`src/rtl/wheel_velocity.sv`:
```
// +-----------------------------------------------------------------------------
// | Module      : wheel_velocity
// | Description : Mecanum inverse kinematics (vx, vy, wz) -> w1..w4 through one
// |               shared signed multiplier. Optional macro WHEEL_VELOCITY_SAT_FLAG_EN
// |               adds the WHEEL_VELOCITY_Sat_Out saturation flag.
// | Revision    : 1.0 - initial release
// +-----------------------------------------------------------------------------
`default_nettype none

module wheel_velocity #(
  parameter int DATAWIDTH_N  = 32,
  parameter int FRACTIONAL_Q = 15,
  parameter int INV_R        = 819200,
  parameter int K_LXLY       = 6554
) (
  input  logic                   WHEEL_VELOCITY_CLOCK_50,
  input  logic                   WHEEL_VELOCITY_Reset_InLow,
  input  logic                   WHEEL_VELOCITY_Start_In,
  input  logic [DATAWIDTH_N-1:0] WHEEL_VELOCITY_VX_InBus,
  input  logic [DATAWIDTH_N-1:0] WHEEL_VELOCITY_VY_InBus,
  input  logic [DATAWIDTH_N-1:0] WHEEL_VELOCITY_WZ_InBus,
  output logic                   WHEEL_VELOCITY_Busy_Out,
  output logic                   WHEEL_VELOCITY_Done_Out,
  output logic [DATAWIDTH_N-1:0] WHEEL_VELOCITY_W1_OutBus,
  output logic [DATAWIDTH_N-1:0] WHEEL_VELOCITY_W2_OutBus,
  output logic [DATAWIDTH_N-1:0] WHEEL_VELOCITY_W3_OutBus,
`ifdef WHEEL_VELOCITY_SAT_FLAG_EN
  output logic [DATAWIDTH_N-1:0] WHEEL_VELOCITY_W4_OutBus,
  output logic                   WHEEL_VELOCITY_Sat_Out
`else
  output logic [DATAWIDTH_N-1:0] WHEEL_VELOCITY_W4_OutBus
`endif
);

  localparam int c_PW = 2 * DATAWIDTH_N;
  localparam int c_SW = DATAWIDTH_N + 2;
  localparam logic signed [DATAWIDTH_N-1:0] c_MAX   = {1'b0, {(DATAWIDTH_N-1){1'b1}}};
  localparam logic signed [DATAWIDTH_N-1:0] c_MIN   = {1'b1, {(DATAWIDTH_N-1){1'b0}}};
  localparam logic signed [DATAWIDTH_N-1:0] c_INV_R = DATAWIDTH_N'(INV_R);
  localparam logic signed [DATAWIDTH_N-1:0] c_K     = DATAWIDTH_N'(K_LXLY);

  typedef enum logic [2:0] {
    S_IDLE  = 3'd0,
    S_MUL_K = 3'd1,
    S_SUM   = 3'd2,
    S_MUL1  = 3'd3,
    S_MUL2  = 3'd4,
    S_MUL3  = 3'd5,
    S_MUL4  = 3'd6
  } state_t;

  state_t r_state, w_next;

  logic signed [DATAWIDTH_N-1:0] r_vx, r_vy, r_wz, r_a;
  logic signed [DATAWIDTH_N-1:0] r_s1, r_s2, r_s3, r_s4;
  logic signed [DATAWIDTH_N-1:0] r_t1, r_t2, r_t3;
  logic [DATAWIDTH_N-1:0]        r_w1, r_w2, r_w3, r_w4;
  logic                          r_busy, r_done;

  logic signed [DATAWIDTH_N-1:0] w_mul_a, w_mul_b, w_mul_sat;
  logic signed [c_PW-1:0]        w_prod, w_shift;
  logic                          w_mul_ovf;
  logic signed [c_SW-1:0]        w_sum1, w_sum2, w_sum3, w_sum4;
  logic                          w_sum_ovf;
  logic                          w_accept;

  function automatic logic sum_ovf(input logic signed [c_SW-1:0] s);
    return !((&s[c_SW-1:DATAWIDTH_N-1]) || !(|s[c_SW-1:DATAWIDTH_N-1]));
  endfunction

  function automatic logic [DATAWIDTH_N-1:0] sum_sat(input logic signed [c_SW-1:0] s);
    if (sum_ovf(s)) return s[c_SW-1] ? c_MIN : c_MAX;
    return s[DATAWIDTH_N-1:0];
  endfunction

  // The single multiplier: operand pair chosen by the current state.
  always_comb begin
    w_mul_a = r_wz;
    w_mul_b = c_K;
    case (r_state)
      S_MUL1:  begin w_mul_a = r_s1; w_mul_b = c_INV_R; end
      S_MUL2:  begin w_mul_a = r_s2; w_mul_b = c_INV_R; end
      S_MUL3:  begin w_mul_a = r_s3; w_mul_b = c_INV_R; end
      S_MUL4:  begin w_mul_a = r_s4; w_mul_b = c_INV_R; end
      default: ;
    endcase
  end

  assign w_prod    = c_PW'(w_mul_a) * c_PW'(w_mul_b);
  assign w_shift   = w_prod >>> FRACTIONAL_Q;
  assign w_mul_ovf = !((&w_shift[c_PW-1:DATAWIDTH_N-1]) || !(|w_shift[c_PW-1:DATAWIDTH_N-1]));
  assign w_mul_sat = w_mul_ovf ? (w_shift[c_PW-1] ? c_MIN : c_MAX) : w_shift[DATAWIDTH_N-1:0];

  assign w_sum1    = c_SW'(r_vx) - c_SW'(r_vy) - c_SW'(r_a);
  assign w_sum2    = c_SW'(r_vx) + c_SW'(r_vy) + c_SW'(r_a);
  assign w_sum3    = c_SW'(r_vx) + c_SW'(r_vy) - c_SW'(r_a);
  assign w_sum4    = c_SW'(r_vx) - c_SW'(r_vy) + c_SW'(r_a);
  assign w_sum_ovf = sum_ovf(w_sum1) | sum_ovf(w_sum2) | sum_ovf(w_sum3) | sum_ovf(w_sum4);

  assign w_accept  = (r_state == S_IDLE) && WHEEL_VELOCITY_Start_In;

  always_ff @(posedge WHEEL_VELOCITY_CLOCK_50) begin
    if (!WHEEL_VELOCITY_Reset_InLow) r_state <= S_IDLE;
    else                             r_state <= w_next;
  end

  always_comb begin
    w_next = r_state;
    case (r_state)
      S_IDLE:  if (WHEEL_VELOCITY_Start_In) w_next = S_MUL_K;
      S_MUL_K: w_next = S_SUM;
      S_SUM:   w_next = S_MUL1;
      S_MUL1:  w_next = S_MUL2;
      S_MUL2:  w_next = S_MUL3;
      S_MUL3:  w_next = S_MUL4;
      S_MUL4:  w_next = S_IDLE;
      default: w_next = S_IDLE;
    endcase
  end

  always_ff @(posedge WHEEL_VELOCITY_CLOCK_50) begin
    if (!WHEEL_VELOCITY_Reset_InLow) begin
      r_vx <= '0; r_vy <= '0; r_wz <= '0; r_a <= '0;
      r_s1 <= '0; r_s2 <= '0; r_s3 <= '0; r_s4 <= '0;
      r_t1 <= '0; r_t2 <= '0; r_t3 <= '0;
      r_w1 <= '0; r_w2 <= '0; r_w3 <= '0; r_w4 <= '0;
      r_busy <= 1'b0;
      r_done <= 1'b0;
    end else begin
      r_done <= 1'b0;
      case (r_state)
        S_IDLE: if (w_accept) begin
          r_vx   <= WHEEL_VELOCITY_VX_InBus;
          r_vy   <= WHEEL_VELOCITY_VY_InBus;
          r_wz   <= WHEEL_VELOCITY_WZ_InBus;
          r_busy <= 1'b1;
        end
        S_MUL_K: r_a  <= w_mul_sat;
        S_SUM: begin
          r_s1 <= sum_sat(w_sum1);
          r_s2 <= sum_sat(w_sum2);
          r_s3 <= sum_sat(w_sum3);
          r_s4 <= sum_sat(w_sum4);
        end
        S_MUL1:  r_t1 <= w_mul_sat;
        S_MUL2:  r_t2 <= w_mul_sat;
        S_MUL3:  r_t3 <= w_mul_sat;
        // All four outputs commit together so partial results are never visible.
        S_MUL4: begin
          r_w1   <= r_t1;
          r_w2   <= r_t2;
          r_w3   <= r_t3;
          r_w4   <= w_mul_sat;
          r_done <= 1'b1;
          r_busy <= 1'b0;
        end
        default: ;
      endcase
    end
  end

`ifdef WHEEL_VELOCITY_SAT_FLAG_EN
  logic r_sat_sticky, r_sat_out;

  always_ff @(posedge WHEEL_VELOCITY_CLOCK_50) begin
    if (!WHEEL_VELOCITY_Reset_InLow) begin
      r_sat_sticky <= 1'b0;
      r_sat_out    <= 1'b0;
    end else begin
      case (r_state)
        S_IDLE:  if (w_accept) r_sat_sticky <= 1'b0;
        S_SUM:   r_sat_sticky <= r_sat_sticky | w_sum_ovf;
        S_MUL4:  r_sat_out    <= r_sat_sticky | w_mul_ovf;
        default: r_sat_sticky <= r_sat_sticky | w_mul_ovf;
      endcase
    end
  end

  assign WHEEL_VELOCITY_Sat_Out = r_sat_out;
`endif

  assign WHEEL_VELOCITY_Busy_Out  = r_busy;
  assign WHEEL_VELOCITY_Done_Out  = r_done;
  assign WHEEL_VELOCITY_W1_OutBus = r_w1;
  assign WHEEL_VELOCITY_W2_OutBus = r_w2;
  assign WHEEL_VELOCITY_W3_OutBus = r_w3;
  assign WHEEL_VELOCITY_W4_OutBus = r_w4;

endmodule

`default_nettype wire

```
`config.mk`:
```
export PLATFORM = sky130hd
export DESIGN_NAME = wheel_velocity
export DESIGN_NICKNAME = d
export VERILOG_FILES = /design/src/rtl/wheel_velocity.sv
export SDC_FILE = /design/constraint.sdc
export NUM_CORES = 2
export LEC_CHECK = 0
export CELL_PAD_IN_SITES_DETAIL_PLACEMENT = 2
export CELL_PAD_IN_SITES_GLOBAL_PLACEMENT = 2
export CORE_MARGIN = 10
export CORE_UTILIZATION = 37
export CTS_CLUSTER_SIZE = 28
export DETAILED_ROUTE_END_ITERATION = 10
export PLACE_DENSITY_LB_ADDON = 0.1
export SLEW_MARGIN = 20
export SYNTH_ARGS = -nofsm -noshare
export SYNTH_HDL_FRONTEND = slang
export SYNTH_SLANG_ARGS = --single-unit
```
`constraint.sdc`:
```
create_clock -name WHEEL_VELOCITY_CLOCK_50 -period 10.3 [get_ports WHEEL_VELOCITY_CLOCK_50]
set_clock_uncertainty 0.15 [all_clocks]
set_input_delay 1.545 -clock WHEEL_VELOCITY_CLOCK_50 [delete_from_list [all_inputs] [get_ports WHEEL_VELOCITY_CLOCK_50]]
set_output_delay 1.545 -clock WHEEL_VELOCITY_CLOCK_50 [all_outputs]
set_load 0.02 [all_outputs]
```
After elaboration in Yosys (flattened, before gate mapping)
Index checks and enable logic that the tools add are counted.
- bits in registers: 485
- input port bits: 99
- output and inout bits: 130
- word-level logic and storage cells: 92
- add/sub/neg operators: 6
- $mul: 1
- equality and inequality tests: 8
- muxes and demuxes: 33
- reductions and logical operators: 26
- operators with widths (operator ; number):
    32-bit two-way mux ; 14
    32-bit case mux with 4 select lines ; 1
    33-bit by 32-bit adder with 34-bit output ; 2
    33-bit by 32-bit subtractor with 34-bit output ; 2
    32-bit by 21-bit multiplier with 53-bit output ; 1
    32-bit by 32-bit adder with 33-bit output ; 1
    32-bit by 32-bit subtractor with 33-bit output ; 1
    20-bit two-way mux ; 1
    3-bit case mux with 6 select lines ; 1
    18-bit AND reduction ; 1
    18-bit OR reduction ; 1
    1-bit two-way mux ; 14
    3-bit AND reduction ; 4
    3-bit OR reduction ; 4
    3-bit == test, second input constant ; 3
    3-bit by 2-bit == test with 1-bit output, second input constant ; 2
    1-bit logical NOT ; 5
    1-bit logical OR ; 5
    2-bit inequality test, second input constant ; 2
    2-bit AND reduction ; 2
    4-bit OR reduction ; 1
    3-bit by 1-bit == test with 1-bit output, second input constant ; 1
    3-bit logical NOT ; 1
    3-bit two-way mux ; 1
    3 further kinds ; 3

Longest topological paths before layout
- depth after elaboration: 9
- mapped depth: 36
- depth with buffers taken out: 29

Worst setup path after synthesis
Ideal clock, no wire load.
- path type: flip-flop to flip-flop
- start: reg r_state[1]
- end: reg r_t2[17]
- arrival time: 8.176 ns
- data required time: 10.016 ns
- slack: 1.840 ns
- stages on the path, launching flop included: 35
- buffers on the path: 6
- period minus slack after synthesis: 8.460 ns
- cell sequence: dfxtp_1 -> clkbuf_1 -> nor2b_1 -> and2_1 -> clkbuf_1 -> buf_1 -> a22o_1 -> a221oi_1 -> inv_1 -> ha_1 -> inv_1 -> fa_1 -> inv_1 -> fa_1 -> inv_1 -> fa_1 -> inv_1 -> fa_1 -> fa_1 -> ha_1 -> ha_1 -> a21oi_1 -> o21ai_0 -> a31oi_1 -> o21ai_0 -> o31a_2 -> a21o_1 -> a211o_1 -> a32o_2 -> nor4_1 -> nand2b_1 -> buf_2 -> buf_4 -> buf_2 -> a211oi_1
- longest elaborated chain between the ends: 8
- ends and longest elaborated chain (element ; RTL line ; RTL):
    start: declaration ; 52 ; state_t r_state, w_next;
    start signal: assignment ; 104 ; else r_state <= w_next;
    3-bit == test, or another cell as far along ; 80 ; case (r_state)
    4-bit OR reduction (no line) ; n/a ;
    20-bit two-way mux ; 80 ;
    32-bit by 21-bit multiplier with 53-bit output ; 89 ; assign w_prod = c_PW'(w_mul_a) * c_PW'(w_mul_b);
    18-bit OR reduction ; 91 ; assign w_mul_ovf = !((&w_shift[c_PW-1:DATAWIDTH_N-1]) || !(|w_shift[c_PW-1:DATAWIDTH_N-1]));
    1-bit logical NOT ; 91 ;
    1-bit logical OR ; 91 ;
    32-bit two-way mux ; 92 ; assign w_mul_sat = w_mul_ovf ? (w_shift[c_PW-1] ? c_MIN : c_MAX) : w_shift[DATAWIDTH_N-1:0];
    end signal: assignment ; 146 ; S_MUL2: r_t2 <= w_mul_sat;
    end: declaration ; 56 ; logic signed [DATAWIDTH_N-1:0] r_t1, r_t2, r_t3;
Several ways; a longest one is shown, not always the timed one.
A chain may end at the register's enable or synchronous reset.

Worst setup path after layout
- start: reg r_state[2]
- end: reg r_a[20]
- longest elaborated chain between the ends: 8
- ends and longest elaborated chain (element ; RTL line ; RTL):
    3-bit == test / 3-bit by 2-bit == test with 1-bit output (equally long branches) ; 80 ;
    4-bit OR reduction (no line) ; n/a ;
    20-bit two-way mux ; 80 ;
    32-bit by 21-bit multiplier with 53-bit output ; 89 ;
    18-bit OR reduction ; 91 ;
    1-bit logical NOT ; 91 ;
    1-bit logical OR ; 91 ;
    32-bit two-way mux ; 92 ;
    end signal: assignment ; 138 ; S_MUL_K: r_a <= w_mul_sat;
    end: declaration ; 54 ; logic signed [DATAWIDTH_N-1:0] r_vx, r_vy, r_wz, r_a;
Several ways; a longest one is shown, not always the timed one.

==> metrics <==
outcome finished clean; HP Start r_t3[17]; Worst-Margin Slew 1.10 ns; Min Hold Slack slightly above 0.3 ns; Remaining DRCs 0; ratio of cells with drive above 1 in the final layout 0.0534; Port Buffer Count 228; Initial Util 0.372; Reg2Reg Depth 29; pwr dens 241 nW/um2; Seq/Total Area, Yosys 0.244; final wirelength 146 mm; number of global-route vias before repair slightly below 40,000; ys async rst share 0; Synth Register Bits between 400 and 500; first-pass GRT wire length between 200 and 250 mm; Routed Antenna Nets 0; max_slew headroom 0.267; slowest library cell on the worst path dfxtp_1; CP max FO 36; Final Cycle Share 0.952; worst slack, placed 0.533 ns; Final WS setup roughly 0.5 ns; final setup violation count 0; CP Class reg2reg; Placer Congestion 0.885; synthesized cell area 39,700 um2; commonest non-fill, non-tap cell in the layout nand2_1; Final Max Tran Viols 0; GRT Total Usage 0.237; ys flop type dfxtp_1; Die ar. ~120,000 um2; most used cell, CP fa_1; placed insts 6,313; FMAX 0.102 GHz; area grow syn2layout 14.5%; largest net degree at the start of global routing ~170; grt ovf 0; synth unique cells 82; routed len/inst between 20 and 25 um; via count roughly 35,000; Hold Path Cell Cnt 2; clock-pin slew on the worst setup and hold paths approximately 0.06 ns; Crit. End Element register; Yosys warning count 0; Worst R2R Start r_state[2]; dpl hpwl 115 mm; Leak Pwr 20.4 nW; Tightest Hold Check Type reg2reg; r2r setup slk 0.50 ns; # diodes 0; drt pass-1 iters 5; initial antenna violation count 1; site row count 120; vias per cell 5.46; RSZ-0062 raised after global routing false; Critical Path RT between 10 and 15 ns; Clock Sinks 485; Total Power 11.0 mW; Post-Syn Instances just under 5,000; CTS Hold Buffers Added 0; Util after Layout 0.426; clk_lat worst skew 0.69 ns; peak supply drop 0.183 mV; slowest stage delay, CP roughly 0.76 ns; CTS Buffer Depth 3; Worst Hold Endpoint WHEEL_VELOCITY_W3_OutBus[17]; arrival time worst endpoint 10.12 ns; Critical Path Source Type register; Nets roughly 5,800; maxcap violations 0; Placed Area 43,500 um2; setup TNS 0 ns; EDFF count, synth 0; Tmin final 9.80 ns; DR iter-0 viols 1,635; Post-Syn Area per Cell ~8.1 um2; fin cells 6,419; R2R Path End r_a[20]; Final Cell Area between 40,000 and 50,000 um2; CTS Buf Count 56; CTS H-tree depth 2; I/O pin cnt 229; CTS tree yes; Core Area 107,000 um2; final hold violations 0; Chip Height 348 um; Die W 348 um; most frequent cells in the layout nand2_1, inv_1, a21oi_1; clock root buffer clkbuf_16
state kept, by name, summed over array words and instances, names as in the netlist, 32 cells and up:
signal,flops
r_t3,32
r_t2,32
r_a,32
WHEEL_VELOCITY_W3_OutBus,32
WHEEL_VELOCITY_W2_OutBus,32
r_t1,32
WHEEL_VELOCITY_W1_OutBus,32
r_vy,32
r_s2,32
r_s4,32
r_wz,32
WHEEL_VELOCITY_W4_OutBus,32
r_s3,32
r_s1,32
r_vx,32
synth_stat cells (all sizes together), types with 14 or more instances:
library cell  count  area, um2
o21ai           216       1080
a211o            14        123
a22o             29        254
nor2b            36        225
nand3            44        220
inv             599       2250
a211oi           41        318
xnor2           157       1380
xor2             71        629
fa              239       4780
nor3             55        275
buf              40        213
a221o            31        310
ha              455       5690
nor4             19        134
dfxtp           485       9710
clkbuf          238        893
nand2b           39        244
o221a            31        349
nor2            375       1410
o21a             23        173
and2             15       93.8
a21o             73        548
a21oi           534       2680
nand2           603       2260
a31oi            32        200
a311oi          144       1270
o211ai           14        105
o21bai           49        368
nand4            14       87.6
worst max-delay path: cells and delay by family, from the launching register on:
family | cells | cell delay, ns
adder cells (fa/ha/maj) | 8 | 3.55
AO/OA/AOI/OAI | 10 | 2.56
AND/OR/NAND/NOR | 5 | 1.61
buffers and inverters | 6 | 0.90
flip-flops | 1 | 0.76
worst max path at each step:
| stage | depth (start not counted) | slack [ns] | end | start |
|---|---|---|---|---|
| floorplan | 34 | 1.84 | r_t2[17] | r_state[1] |
| global placement | 29 | 0.67 | WHEEL_VELOCITY_W4_OutBus[26] | r_state[2] |
| detailed placement | 29 | 0.53 | r_t1[27] | r_state[2] |
| CTS | 29 | 0.44 | r_a[20] | r_state[2] |
| global route | 29 | 0.03 | r_a[19] | r_state[2] |
| finish | 29 | 0.50 | r_a[20] | r_state[2] |
repair_timing:
action                     4_1_cts  5_1_grt
gates resized for setup          0        1
buffers inserted                 0        3
setup endpoints to repair        0      122
cells by family after synthesis:
logic type                 synth area share
muxes                               0.00258
buffers and inverters                0.0847
DFF                                   0.244
xor gates and xnor gates             0.0504
and+or+nand+nor                       0.139
other                              0.000189
adders and majority gates             0.264
AOI/OAI and AO/OA                     0.215
routing by layer:
layer,global-route usage,vias to the layer above,wire [um]
li1,-,16700,-
met3,0.0212,145,4050
met2,0.414,481,70700
met4,0.0596,0,3590
met5,0,-,0
met1,0.312,17700,67900
area by class of cell:
cell class | count | area [um2]
tap | 1403 | 1760
fill | 12000 | 61400
clock inverter | 18 | 259
multi-input combinational | 3533 | 27000
timing repair buffer | 294 | 2870
inverter | 602 | 2270
clock buffer | 84 | 1670
sequential | 485 | 9710
where the power goes:
group          internal [mW]  switching, mW
Combinational           2.08           4.60
Sequential              2.03          0.165
Clock                   1.20          0.889
No activity file was read; power rests on OpenSTA's default activity.
